## config.mk

```make
export PLATFORM = sky130hd
export DESIGN_NAME = mmio_hub_flat
export DESIGN_NICKNAME = d
export VERILOG_FILES = /design/src/rtl/mmio_pkg.sv /design/src/rtl/mmio_hub_if.sv /design/src/rtl/mmio_debounce.sv /design/src/rtl/mmio_hub.sv /design/src/flat_wrapper.sv
export SDC_FILE = /design/constraint.sdc
export NUM_CORES = 1
export LEC_CHECK = 0
export ABC_AREA = 1
export BUFFER_PORTS_ARGS = -buffer_cell sky130_fd_sc_hd__buf_4
export CAP_MARGIN = 20
export CORE_ASPECT_RATIO = 2
export CORE_MARGIN = 2
export CORE_UTILIZATION = 40
export DETAILED_ROUTE_END_ITERATION = 8
export PLACE_DENSITY = 0.77
export SETUP_SLACK_MARGIN = 0.5
export SLEW_MARGIN = 20
export SYNTH_ARGS = -nofsm -noshare
export SYNTH_HDL_FRONTEND = slang
export SYNTH_SLANG_ARGS = --single-unit
```

## constraint.sdc

```tcl
create_clock -name clk -period 4.9 [get_ports clk]
set_input_delay 0.98 -clock clk [delete_from_list [all_inputs] [get_ports clk]]
set_output_delay 0.98 -clock clk [all_outputs]
set_load 0.05 [all_outputs]
```

## src/rtl/mmio_pkg.sv

```systemverilog
// Shared command encodings and default address map for the MMIO hub.
package mmio_pkg;

  typedef logic [1:0] mem_cmd_t;

  localparam mem_cmd_t MNONE  = 2'b00;
  localparam mem_cmd_t MREAD  = 2'b01;
  localparam mem_cmd_t MWRITE = 2'b10;

  localparam int DEF_ADDR_W    = 9;
  localparam int DEF_DATA_W    = 16;
  localparam int DEF_CH_W      = 8;
  localparam int DEF_N_OUT     = 2;
  localparam int DEF_N_IN      = 2;
  localparam int DEF_DB_CYCLES = 4;

  localparam logic [8:0] DEF_OUT_BASE  = 9'h100;
  localparam logic [8:0] DEF_IN_BASE   = 9'h140;
  localparam logic [8:0] DEF_STAT_ADDR = 9'h17F;

endpackage

```

## src/rtl/mmio_hub_if.sv

```systemverilog
// CPU memory-port bundle: command/address/data from the CPU, RAM read data in,
// read data and RAM write enable back out. No handshake; everything is same-cycle.
interface mmio_hub_if #(
  parameter int ADDR_W = 9,
  parameter int DATA_W = 16
);
  import mmio_pkg::*;

  mem_cmd_t            mem_cmd;
  logic [ADDR_W-1:0]   mem_addr;
  logic [DATA_W-1:0]   write_data;
  logic [DATA_W-1:0]   ram_data;
  logic [DATA_W-1:0]   read_data;
  logic                ram_we;

  modport master (
    output mem_cmd, mem_addr, write_data, ram_data,
    input  read_data, ram_we
  );

  modport slave (
    input  mem_cmd, mem_addr, write_data, ram_data,
    output read_data, ram_we
  );

endinterface

```

## src/rtl/mmio_debounce.sv

```systemverilog
// One input channel: 2-flop synchroniser then (MMIO_DEBOUNCE_EN) stability counter into a stable reg.
// Latency: DB_CYCLES+2 edges with debounce, 2 edges without; chg flags the edge stable will change.
// No backpressure: free-running every cycle.
module mmio_debounce #(
  parameter int CH_W      = 8,
  parameter int DB_CYCLES = 4
) (
  input  logic            clk,
  input  logic            reset,
  input  logic [CH_W-1:0] din,
  output logic [CH_W-1:0] stable,
  output logic            chg
);

  if (DB_CYCLES < 1) begin : g_bad_db
    $error("mmio_debounce: DB_CYCLES must be >= 1");
  end

  logic [CH_W-1:0] sync1;
  logic [CH_W-1:0] stable_q;

  assign stable = stable_q;

`ifdef MMIO_DEBOUNCE_EN
  localparam int CNT_W = (DB_CYCLES > 1) ? $clog2(DB_CYCLES) : 1;

  logic [CH_W-1:0]  sync2;
  logic [CNT_W-1:0] cnt;
  logic             diff;
  logic             done;

  assign diff = (sync2 != stable_q);
  assign done = (cnt == CNT_W'(DB_CYCLES - 1));
  assign chg  = diff & done;

  // Any whole-channel match restarts the count, so a bouncing input never commits.
  always_ff @(posedge clk) begin
    if (!reset) begin
      sync1    <= '0;
      sync2    <= '0;
      stable_q <= '0;
      cnt      <= '0;
    end else begin
      sync1 <= din;
      sync2 <= sync1;
      if (!diff) begin
        cnt <= '0;
      end else if (done) begin
        stable_q <= sync2;
        cnt      <= '0;
      end else begin
        cnt <= cnt + CNT_W'(1);
      end
    end
  end
`else
  // The stable reg doubles as the second synchroniser flop.
  assign chg = (sync1 != stable_q);

  always_ff @(posedge clk) begin
    if (!reset) begin
      sync1    <= '0;
      stable_q <= '0;
    end else begin
      sync1    <= din;
      stable_q <= sync1;
    end
  end
`endif

endmodule

```

## src/rtl/mmio_hub.sv

```systemverilog
// MMIO hub: RAM/I-O decode, N_OUT led regs, N_IN conditioned inputs, sticky change status (MMIO_DEBOUNCE_EN enables debounce).
// Latency: reads combinational; led writes visible next cycle; inputs DB_CYCLES+2 edges (2 without debounce).
// No backpressure: every command completes in the cycle it is presented.
module mmio_hub
  import mmio_pkg::*;
#(
  parameter int                ADDR_W    = DEF_ADDR_W,
  parameter int                DATA_W    = DEF_DATA_W,
  parameter int                CH_W      = DEF_CH_W,
  parameter int                N_OUT     = DEF_N_OUT,
  parameter int                N_IN      = DEF_N_IN,
  parameter logic [ADDR_W-1:0] OUT_BASE  = ADDR_W'(DEF_OUT_BASE),
  parameter logic [ADDR_W-1:0] IN_BASE   = ADDR_W'(DEF_IN_BASE),
  parameter logic [ADDR_W-1:0] STAT_ADDR = ADDR_W'(DEF_STAT_ADDR),
  parameter int                DB_CYCLES = DEF_DB_CYCLES
) (
  input  logic                    clk,
  input  logic                    reset,
  mmio_hub_if.slave               bus,
  input  logic [N_IN*CH_W-1:0]    sw_in,
  output logic [N_OUT*CH_W-1:0]   led_out
);

  if (CH_W > DATA_W || N_IN > DATA_W || N_IN < 1 || N_IN > 8 || N_OUT < 1 || N_OUT > 8) begin : g_bad_cfg
    $error("mmio_hub: channel configuration out of range");
  end

  logic             ram_sel;
  logic             is_read;
  logic             is_write;
  logic [N_OUT-1:0] out_hit;
  logic [N_IN-1:0]  in_hit;
  logic             stat_hit;
  logic             rd_stat;
  logic [DATA_W-1:0] rd_dat;

  logic [CH_W-1:0]  led_q  [N_OUT];
  logic [CH_W-1:0]  stable [N_IN];
  logic [N_IN-1:0]  chg;
  logic [N_IN-1:0]  status;

  assign ram_sel    = ~bus.mem_addr[ADDR_W-1];
  assign is_read    = (bus.mem_cmd == MREAD);
  assign is_write   = (bus.mem_cmd == MWRITE);
  assign bus.ram_we = ram_sel & is_write;

  // Overlapping ranges resolve output > input > status.
  always_comb begin
    out_hit  = '0;
    in_hit   = '0;
    stat_hit = 1'b0;
    if (!ram_sel) begin
      for (int k = 0; k < N_OUT; k++) begin
        if (bus.mem_addr == OUT_BASE + ADDR_W'(k)) out_hit[k] = 1'b1;
      end
      for (int k = 0; k < N_IN; k++) begin
        if (bus.mem_addr == IN_BASE + ADDR_W'(k)) in_hit[k] = 1'b1;
      end
      stat_hit = (bus.mem_addr == STAT_ADDR);
    end
    if (|out_hit) begin
      in_hit   = '0;
      stat_hit = 1'b0;
    end else if (|in_hit) begin
      stat_hit = 1'b0;
    end
  end

  always_comb begin
    rd_dat = '0;
    if (is_read) begin
      if (ram_sel) begin
        rd_dat = bus.ram_data;
      end else begin
        for (int k = 0; k < N_OUT; k++) begin
          if (out_hit[k]) rd_dat = DATA_W'(led_q[k]);
        end
        for (int k = 0; k < N_IN; k++) begin
          if (in_hit[k]) rd_dat = DATA_W'(stable[k]);
        end
        if (stat_hit) rd_dat = DATA_W'(status);
      end
    end
  end

  assign bus.read_data = rd_dat;
  assign rd_stat       = is_read & stat_hit;

  always_ff @(posedge clk) begin
    if (!reset) begin
      for (int k = 0; k < N_OUT; k++) led_q[k] <= '0;
    end else if (is_write) begin
      for (int k = 0; k < N_OUT; k++) begin
        if (out_hit[k]) led_q[k] <= bus.write_data[CH_W-1:0];
      end
    end
  end

  // A change landing on the clearing read still sets its bit.
  always_ff @(posedge clk) begin
    if (!reset) begin
      status <= '0;
    end else begin
      status <= (rd_stat ? '0 : status) | chg;
    end
  end

  for (genvar k = 0; k < N_OUT; k++) begin : g_out
    assign led_out[k*CH_W +: CH_W] = led_q[k];
  end

  for (genvar k = 0; k < N_IN; k++) begin : g_in
    mmio_debounce #(
      .CH_W      (CH_W),
      .DB_CYCLES (DB_CYCLES)
    ) u_db (
      .clk    (clk),
      .reset  (reset),
      .din    (sw_in[k*CH_W +: CH_W]),
      .stable (stable[k]),
      .chg    (chg[k])
    );
  end

endmodule

```

## src/flat_wrapper.sv

```systemverilog
// flat-port wrapper written by rule: the top's interface ports become plain ports
module mmio_hub_flat import mmio_pkg::*;
#(
  parameter int                ADDR_W    = DEF_ADDR_W,
  parameter int                DATA_W    = DEF_DATA_W,
  parameter int                CH_W      = DEF_CH_W,
  parameter int                N_OUT     = DEF_N_OUT,
  parameter int                N_IN      = DEF_N_IN,
  parameter logic [ADDR_W-1:0] OUT_BASE  = ADDR_W'(DEF_OUT_BASE),
  parameter logic [ADDR_W-1:0] IN_BASE   = ADDR_W'(DEF_IN_BASE),
  parameter logic [ADDR_W-1:0] STAT_ADDR = ADDR_W'(DEF_STAT_ADDR),
  parameter int                DB_CYCLES = DEF_DB_CYCLES
)
  (clk, reset, sw_in, led_out, bus_mem_cmd, bus_mem_addr, bus_write_data, bus_ram_data, bus_read_data, bus_ram_we);
  mmio_hub_if #(.ADDR_W(ADDR_W), .DATA_W(DATA_W)) bus_i ();
  input  logic clk;
  input  logic reset;
  input  logic [N_IN*CH_W-1:0] sw_in;
  output logic [N_OUT*CH_W-1:0] led_out;
  input wire logic [$bits(bus_i.mem_cmd)-1:0] bus_mem_cmd;
  input wire logic [$bits(bus_i.mem_addr)-1:0] bus_mem_addr;
  input wire logic [$bits(bus_i.write_data)-1:0] bus_write_data;
  input wire logic [$bits(bus_i.ram_data)-1:0] bus_ram_data;
  output wire logic [$bits(bus_i.read_data)-1:0] bus_read_data;
  output wire logic [$bits(bus_i.ram_we)-1:0] bus_ram_we;
  assign bus_i.mem_cmd = bus_mem_cmd;
  assign bus_i.mem_addr = bus_mem_addr;
  assign bus_i.write_data = bus_write_data;
  assign bus_i.ram_data = bus_ram_data;
  assign bus_read_data = bus_i.read_data;
  assign bus_ram_we = bus_i.ram_we;
  mmio_hub #(.ADDR_W(ADDR_W), .DATA_W(DATA_W), .CH_W(CH_W), .N_OUT(N_OUT), .N_IN(N_IN), .OUT_BASE(OUT_BASE), .IN_BASE(IN_BASE), .STAT_ADDR(STAT_ADDR), .DB_CYCLES(DB_CYCLES)) u_core (.clk(clk), .reset(reset), .bus(bus_i), .sw_in(sw_in), .led_out(led_out));
endmodule
```

==> flow_summary.ini, run 1 <==
[cts]
path_clk_slew_ns = 0.06
cts-htree-levels = 2
clockBufferDepth = 2
clk_latency_ns = 0.28
cts_tree = yes
cts_root_buf = clkbuf_16
cts_sinks = 50
cts_setup_buffers = 0
cts_inserted_buffers = 5
cts_resized = 0
cts_hold_buf = 0

[setup_path]
critPathSlowestCell = nor3_2
path_common_cell = nand2_1
crit_arrival_ns = 2.32
slowest_delay_ns = 0.36
cp_data_required_time_ns = 3.92
crit_fanout = 6
cp-end-kind = output pin
crit_type = in -> out
cp_cell_sequence = buf_4 -> inv_1 -> nand3_2 -> nor3_2 -> nand2_1 -> nand3_1 -> nand2_1 -> nand2_1 -> buf_4
r2r_cells = 4
startpoint_type = primary input

[power_and_ir_drop]
total_power_mw = 0.9447
p_per_area_nw_per_um2 = 286.9
leakage_nw = 1.808
peakVddDrop_uv = 284.3

[final_layout]
drive_above_1_share_pct = 26.70
diodes = 0
area_delta_synth_final_pct = 34.08
design_area_um2 = 3293
layout.nets = 472
final_common_cell = nand2_1
finalNonFillerCells = 475
layout.core_utilization_pct = 55.29
most-common-layout-cells = 86 x nand2_1, 85 x buf_4, 73 x inv_1

[route]
finalWirelength_mm = 5.530
vias = 2162
dr.pass1.iters = 4
drcViolationCount = 0
drt_iter0_drc = 77
wl_per_cell_um = 11.64
ant_nets = 0
drt-vias-per-instance = 4.552

[timing]
skew_ns = 0.004482
rsz0062_at_grt = false
tightest_slew_ns = 0.7374
fin_ws_ns = 1.598
finalHoldWorstSlack_ns = 0.4319
slew-limit-headroom_pct = 50.51
drv_slew = 0
final.setup.tns_ns = 0
hold_viol = 0
min_period_ns = 3.302
max_freq_mhz = 302.9
finalCritPeriodShare_pct = 67.38
setup_viol = 0

[place]
io_buffers = 85
pre_cts_slack_ns = 1.634
gp_congestion = 0.8349
placed_area_um2 = 3146
dp.cells = 467
dp_hpwl_mm = 4.407

[global_route]
grt_max_degree = 37
grt_pass1_wl_mm = 8.473
grt.total_usage_pct = 16.58
grt_antenna_before_repair = 0
grt_pass1_vias = 2049
overflow = 0

[floorplan]
die_w_um = 59.41
rows = 40
core-area_um2 = 5956
die_h_um = 114.8
num_io_pins = 94
initial_core_util_pct = 41.24
die_area_um2 = 6821

[logic_synthesis]
synthTopCellsByArea = dfxtp_1 28%, edfxtp_1 20%, nand2_1 13%
avgSynthCellArea_um2 = 7.557
yosys.area.top_type = dfxtp_1
synth.distinct_cells = 26
yosys_warnings = 0
netlist.area_leader.share_pct = 27.71
seq_area_frac_synth_pct = 47.27
syn-num-nets = 386
yosys_register_bits = 50
synthCells = 325
syn_area_um2 = 2456

[run_status]
status = completed

[hold_path]
min_delay_path_depth = 2
hold_path.class = reg -> reg

[run]
maxCapViolCount = 0
## sequential cells by signal, indices dropped and copies added, names as in the netlist
register / cells
u_core.status: 2
u_core.g_in.u_db.sync1: 16
u_core.led_q: 16
u_core.g_in.u_db.stable: 16
## metal layers
| metal | global-route usage [%] | up-vias | wire (µm) |
|---|---|---|---|
| met3 | 2.025 | 9 | 225 |
| met2 | 32.67 | 58 | 3243 |
| met4 | 8.788 | 0 | 168 |
| met1 | 15.30 | 943 | 1894 |
| li1 | - | 1152 | - |
| met5 | 0 | - | 0 |
## report_power, final
group | leakage [nW] | internal [mW] | switching, mW
clock | 0.0780 | 0.200 | 0.133
combinational | 1.30 | 0.0623 | 0.0882
sequential | 0.434 | 0.448 | 0.0137
total | 1.81 | 0.710 | 0.235
## path summary, 6_finish.rpt
path                                 start                       endpoint  slack [ns]
max                        bus_mem_addr[2]               bus_read_data[6]        1.60
min reg2reg   u_core.g_in[0].u_db.sync1[7]  u_core.g_in[0].u_db.stable[7]        0.43
min           u_core.g_in[0].u_db.sync1[7]  u_core.g_in[0].u_db.stable[7]        0.43
max reg2reg  u_core.g_in[1].u_db.stable[7]               u_core.status[1]        3.98
## worst max-delay path: cells and delay by family
family | cells | cell delay [ns]
AND/OR/NAND/NOR | 6 | 0.96
buffers and inverters | 3 | 0.38
## cell usage after synthesis
library cell  instances
nand4_1               6
o21ai_0               4
nand2_1              86
a21oi_1               4
xnor2_1              16
nor2_2                1
clkbuf_1              4
or2_2                 5
o21ai_1               2
nand3_1              12
nand2_2               1
nand2_4               1
nor3_2                2
nor2_4                2
dfxtp_1              34
inv_1                72
buf_4                 1
edfxtp_1             16
nand4_2               1
nand3b_1              7
o211ai_1              7
inv_2                 2
buf_2                 1
nand3_2               3
nor3_1                2
nor2_1               33
## kinds of logic after synthesis
family	share of synthesized area (%)
flip-flops	47.27
buffers and inverters	12.43
XOR/XNOR	5.705
AND/OR/NAND/NOR	30.41
AO/OA/AOI/OAI	4.177
## layout make-up
class                      instances  area, µm²
clock buffer                       6      138.9
clock inverter                     2      8.758
fill                             569       2663
inverter                          74      277.8
multi-input combinational        195      989.7
sequential                        50       1161
tap                               63      78.83
timing repair buffer              85      638.1
Note: power is estimated with default switching activity, not from simulation.
==> inputs of run 2 (changes only) <==
clock period = 3.2 ns   (was 4.9 ns; I/O delays follow)
==> run 2 against run 1 <==
Highest routed layer unchanged. Critical path depth increased by 2. Count of clock-buffer cells in the layout rose by 2. Clock skew shrank 0.0010 ns. Non-clock buffer count increased by 5. Critical path type unchanged.
==> flow_summary.ini, run 2 (synthesis gave the netlist of run 1 again) <==
[route]
vias = 2211
dr.pass1.iters = 4
wl_per_cell_um = 11.65
drcViolationCount = 0
finalWirelength_mm = 5.593
ant_nets = 0
drt_iter0_drc = 65
drt-vias-per-instance = 4.606

[global_route]
grt_pass1_wl_mm = 8.783
overflow = 0
grt_antenna_before_repair = 0
grt.total_usage_pct = 17.24
grt_pass1_vias = 2065
grt_max_degree = 37

[cts]
cts_root_buf = clkbuf_16
cts_tree = yes
cts_sinks = 50
path_clk_slew_ns = 0.06
cts-htree-levels = 2
cts_inserted_buffers = 5
clk_latency_ns = 0.29
clockBufferDepth = 2
cts_hold_buf = 0

[timing]
hold_viol = 0
tightest_slew_ns = 0.3372
drv_slew = 0
setup_viol = 0
rsz0062_at_grt = false
max_freq_mhz = 390.8
finalCritPeriodShare_pct = 79.97
min_period_ns = 2.559
skew_ns = 0.003474
finalHoldWorstSlack_ns = 0.4380
slew-limit-headroom_pct = 77.44
final.setup.tns_ns = 0

[setup_path]
slowest_delay_ns = 0.27
cp.depth = 11
rr_endpoint = u_core.status[1]
path_buf_inv = 4
cp-end-kind = output pin
crit_type = in -> out
cp_cell_sequence = buf_4 -> inv_1 -> nand3_2 -> nor2_4 -> nand3_1 -> nand2_1 -> inv_1 -> nand2_1 -> nand2_1 -> nand2_1 -> buf_4
r2r_slack_ns = 2.26
critPathSlowestCell = nor2_4
crit_fanout = 8
crit_arrival_ns = 1.92
cp_top_family = simple AND/OR/NAND/NOR gates
cp_data_required_time_ns = 2.56
path_common_cell = nand2_1
reg2reg_from = u_core.g_in[1].u_db.stable[7]
r2r_cells = 4
startpoint_type = primary input

[run]
maxCapViolCount = 0

[final_layout]
diodes = 0
drive_above_1_share_pct = 27.10
final_common_cell = buf_4
n_fill_cell = 569
area_delta_synth_final_pct = 35.40
layout.nets = 477
most-common-layout-cells = 90 x buf_4, 86 x nand2_1, 72 x inv_1
layout.core_utilization_pct = 55.84
finalNonFillerCells = 480

[power_and_ir_drop]
swShare_pct = 25.14
p_int_mw = 1.074
p_per_area_nw_per_um2 = 431.3
total_power_mw = 1.435
leakage_nw = 1.826
p_comb_share_pct = 16.3
p_sw_mw = 0.3607
pwr-share-clk_pct = 34.4
pwr-share-seq_pct = 49.3
peakVddDrop_uv = 389.9

[place]
io_buffers = 85
gp_congestion = 0.8537
dp.cells = 470
dp_hpwl_mm = 4.471

[hold_path]
worstHoldStart = u_core.g_in[0].u_db.sync1[2]
hold_path_end = u_core.g_in[0].u_db.stable[2]
min_delay_path_depth = 2
hold_path.class = reg -> reg

[floorplan]
die_w_um = 59.41
rows = 40
num_io_pins = 94
die_area_um2 = 6821
initial_core_util_pct = 41.24
core-area_um2 = 5956
die_h_um = 114.8

[run_status]
status = completed
## run 2: cell types whose count changed in the layout (fill, tap and decap cells not counted), sizes merged
cell and delta:
clkbuf +2, inv -1, clkinv -1, buf +5
## run 2: timing repair
| action | in CTS | in global routing |
|---|---|---|
| setup endpoints to repair | 0 | 5 |
| buffers inserted | 0 | 2 |
| gates resized for setup | 0 | 1 |
## run 2: through the flow
| stage | area (µm²) | setup slack [ns] |
|---|---|---|
| floorplan | 2456 | 0.5114 |
| global placement | 3168 | 0.6374 |
| detailed placement | 3168 | 0.6232 |
| CTS | 3304 | 0.6155 |
| global route | 3326 | 0.5036 |
| finish | 3326 | 0.6408 |
## run 2: how the worst max path moves through the flow
| stage | to | startpoint | slack (ns) |
|---|---|---|---|
| 6_report | bus_read_data[7] | bus_mem_addr[2] | 0.64 |
| 5_1_grt | bus_read_data[7] | bus_mem_addr[2] | 0.50 |
| 4_1_cts | bus_read_data[7] | bus_mem_addr[3] | 0.62 |
| 3_5_place_dp | bus_read_data[7] | bus_mem_addr[2] | 0.62 |
| 3_3_place_gp | bus_read_data[7] | bus_mem_addr[3] | 0.64 |
| 2_1_floorplan | bus_read_data[0] | bus_mem_addr[8] | 0.51 |
## run 2: worst min-delay path: cells and delay by family, from the launching register on
family,cells,cell delay (ns)
flip-flops,1,0.32
AND/OR/NAND/NOR,1,0.05
buffers and inverters,1,0.03
## run 2: power by group through the flow
| stage | Combinational, mW | Sequential [mW] | Clock, mW |
|---|---|---|---|
| finish | 0.234 | 0.707 | 0.494 |
| global route | 0.253 | 0.710 | 0.523 |
| CTS | 0.235 | 0.707 | 0.506 |
| detailed placement | 0.234 | 0.720 | 0 |
| global placement | 0.231 | 0.719 | 0 |
| floorplan | 0.103 | 0.753 | 0 |
## run 2: final cells by class
cell class	instances	area [µm²]	share of cell area [%]
Clock buffer	8	136.4	4.101
Tap cell	63	78.83	2.370
Sequential cell	50	1161	34.91
Multi-Input combinational cell	195	996.0	29.95
Timing Repair Buffer	90	675.6	20.32
Inverter	74	277.8	8.352
## run 2: per-layer routing
| metal | vias to the layer above | share of wire (%) | GRT usage (%) |
|---|---|---|---|
| met4 | 0 | 2.6 | 10.15 |
| met3 | 10 | 4.9 | 3.037 |
| met5 | - | 0 | 0 |
| met1 | 974 | 34 | 16.02 |
| met2 | 64 | 58 | 32.75 |
| li1 | 1163 | - | - |
==> inputs of run 3 (changes only) <==
PLACE_DENSITY = 0.8   (was 0.77)
clock period = 2.35 ns   (was 3.2 ns; I/O delays follow)
==> run 3 against run 2 <==
First-iteration DRC count is the same. Critical path depth shrank 1. Critical path type unchanged. Design area rose by 13%. Wire length grew 12%. Power grew 43%. Core utilization is 7.0 points higher. Combinational power is 63% higher. Sequential power grew 36%. Clock power increased by 42%. Highest routed layer unchanged. Worst hold slack lost 0.079 ns. Register-to-register slack got worse by 0.86 ns.
==> flow_summary.ini, run 3 (synthesis gave the netlist of run 1 again) <==
[run_status]
status = completed

[final_layout]
area_delta_synth_final_pct = 52.47
regArea_um2 = 1161
final_common_cell = buf_4
diodes = 0
drive_above_1_share_pct = 39.67
finalNonFillerCells = 489
layout.core_utilization_pct = 62.88
most-common-layout-cells = 77 x buf_4, 70 x nand2_1, 66 x inv_1
layout.nets = 486
n_fill_cell = 480
multiInputGateArea_um2 = 1177

[setup_path]
crit_arrival_ns = 1.63
crit_fanout = 6
cp-end-kind = output pin
cp_data_required_time_ns = 1.88
crit_type = in -> out
startpoint_type = primary input

[cts]
clockBufferDepth = 2
clk_latency_ns = 0.28
cts_tree = yes
cts_sinks = 50
path_clk_slew_ns = 0.06
cts-htree-levels = 2
cts_root_buf = clkbuf_16
cts_inserted_buffers = 5

[global_route]
grt_pass1_wl_mm = 9.729
grt_max_degree = 37
overflow = 0
grt_antenna_before_repair = 0
grt.total_usage_pct = 19.30
grt_pass1_vias = 2250

[timing]
final.setup.tns_ns = 0
slew-limit-headroom_pct = 77.14
skew_ns = 0.003063
rsz0062_at_grt = true
min_period_ns = 2.097
max_freq_mhz = 476.8
setup_viol = 0
tightest_slew_ns = 0.3429
finalCritPeriodShare_pct = 89.25
drv_slew = 0
hold_viol = 0

[place]
gp_congestion = 0.8747
dp_hpwl_mm = 4.539
dp.cells = 470
io_buffers = 85

[floorplan]
initial_core_util_pct = 41.24
num_io_pins = 94
rows = 40
die_w_um = 59.41
die_h_um = 114.8
die_area_um2 = 6821
core-area_um2 = 5956

[route]
drt_iter0_drc = 65
vias = 2318
ant_nets = 0
drt-vias-per-instance = 4.740
wl_per_cell_um = 12.84
finalWirelength_mm = 6.278
drcViolationCount = 0
dr.pass1.iters = 4

[power_and_ir_drop]
leakage_nw = 1.934
p_per_area_nw_per_um2 = 546.6
peakVddDrop_uv = 379.0

[run]
maxCapViolCount = 0

[hold_path]
hold_path.class = in -> reg
## run 3: power by group
group | internal [mW] | leakage (nW) | switching, mW | total, mW
combinational | 0.169 | 1.42 | 0.213 | 0.382
clock | 0.417 | 0.0780 | 0.285 | 0.702
sequential | 0.933 | 0.434 | 0.0298 | 0.963
total | 1.52 | 1.93 | 0.527 | 2.05
## run 3: repair_timing
action                     CTS  global route
buffers inserted             8             3
hold buffers                 0             0
pin swaps                   33            14
gates cloned                 0             0
setup endpoints to repair   16            16
gates resized for setup     64             9
## run 3: through the flow
stage	instance area, µm²	hold slack [ns]	setup slack [ns]	power [mW]
floorplan	2546	0.4204	0.4446	1.176
global placement	3251	0.4270	0.1570	1.304
detailed placement	3251	0.4326	0.1236	1.311
CTS	3695	0.3526	0.2703	2.056
global route	3745	0.3728	0.1850	2.123
finish	3745	0.3592	0.2527	2.047
## run 3: final timing paths
check,from,slack (ns),end,depth (start not counted)
hold reg to reg,u_core.g_in[0].u_db.sync1[1],0.45,u_core.g_in[0].u_db.stable[1],2
hold / removal,sw_in[5],0.36,u_core.g_in[0].u_db.sync1[5],3
setup reg to reg,u_core.g_in[1].u_db.stable[7],1.40,u_core.status[1],4
setup / recovery,bus_mem_addr[1],0.25,bus_read_data[0],10
## run 3: worst max-delay path, stage by stage
cell and delay [ns]:
buf_8 0.10, inv_4 0.05, nand3_4 0.14, buf_4 0.17, nor3_2 0.17, nand2_1 0.08, nand2_1 0.09, nand2_2 0.07
a21oi_4 0.12, buf_6 0.17
## run 3: cell type report
cell class,instances,area share [%]
inverter,74,7.751
clock inverter,2,0.2339
timing repair buffer,99,23.76
clock buffer,6,3.709
sequential,50,31.01
tap,63,2.105
multi-input combinational,195,31.44
## run 3: layer usage
layer  up-vias  part of all wire [%]  track usage (%)
met4         0                   5.5            14.55
met2        61                    60            35.75
met1      1049                    32            18.35
met5         -                     0                0
met3        23                   2.8            1.800
li1       1185                     -                -
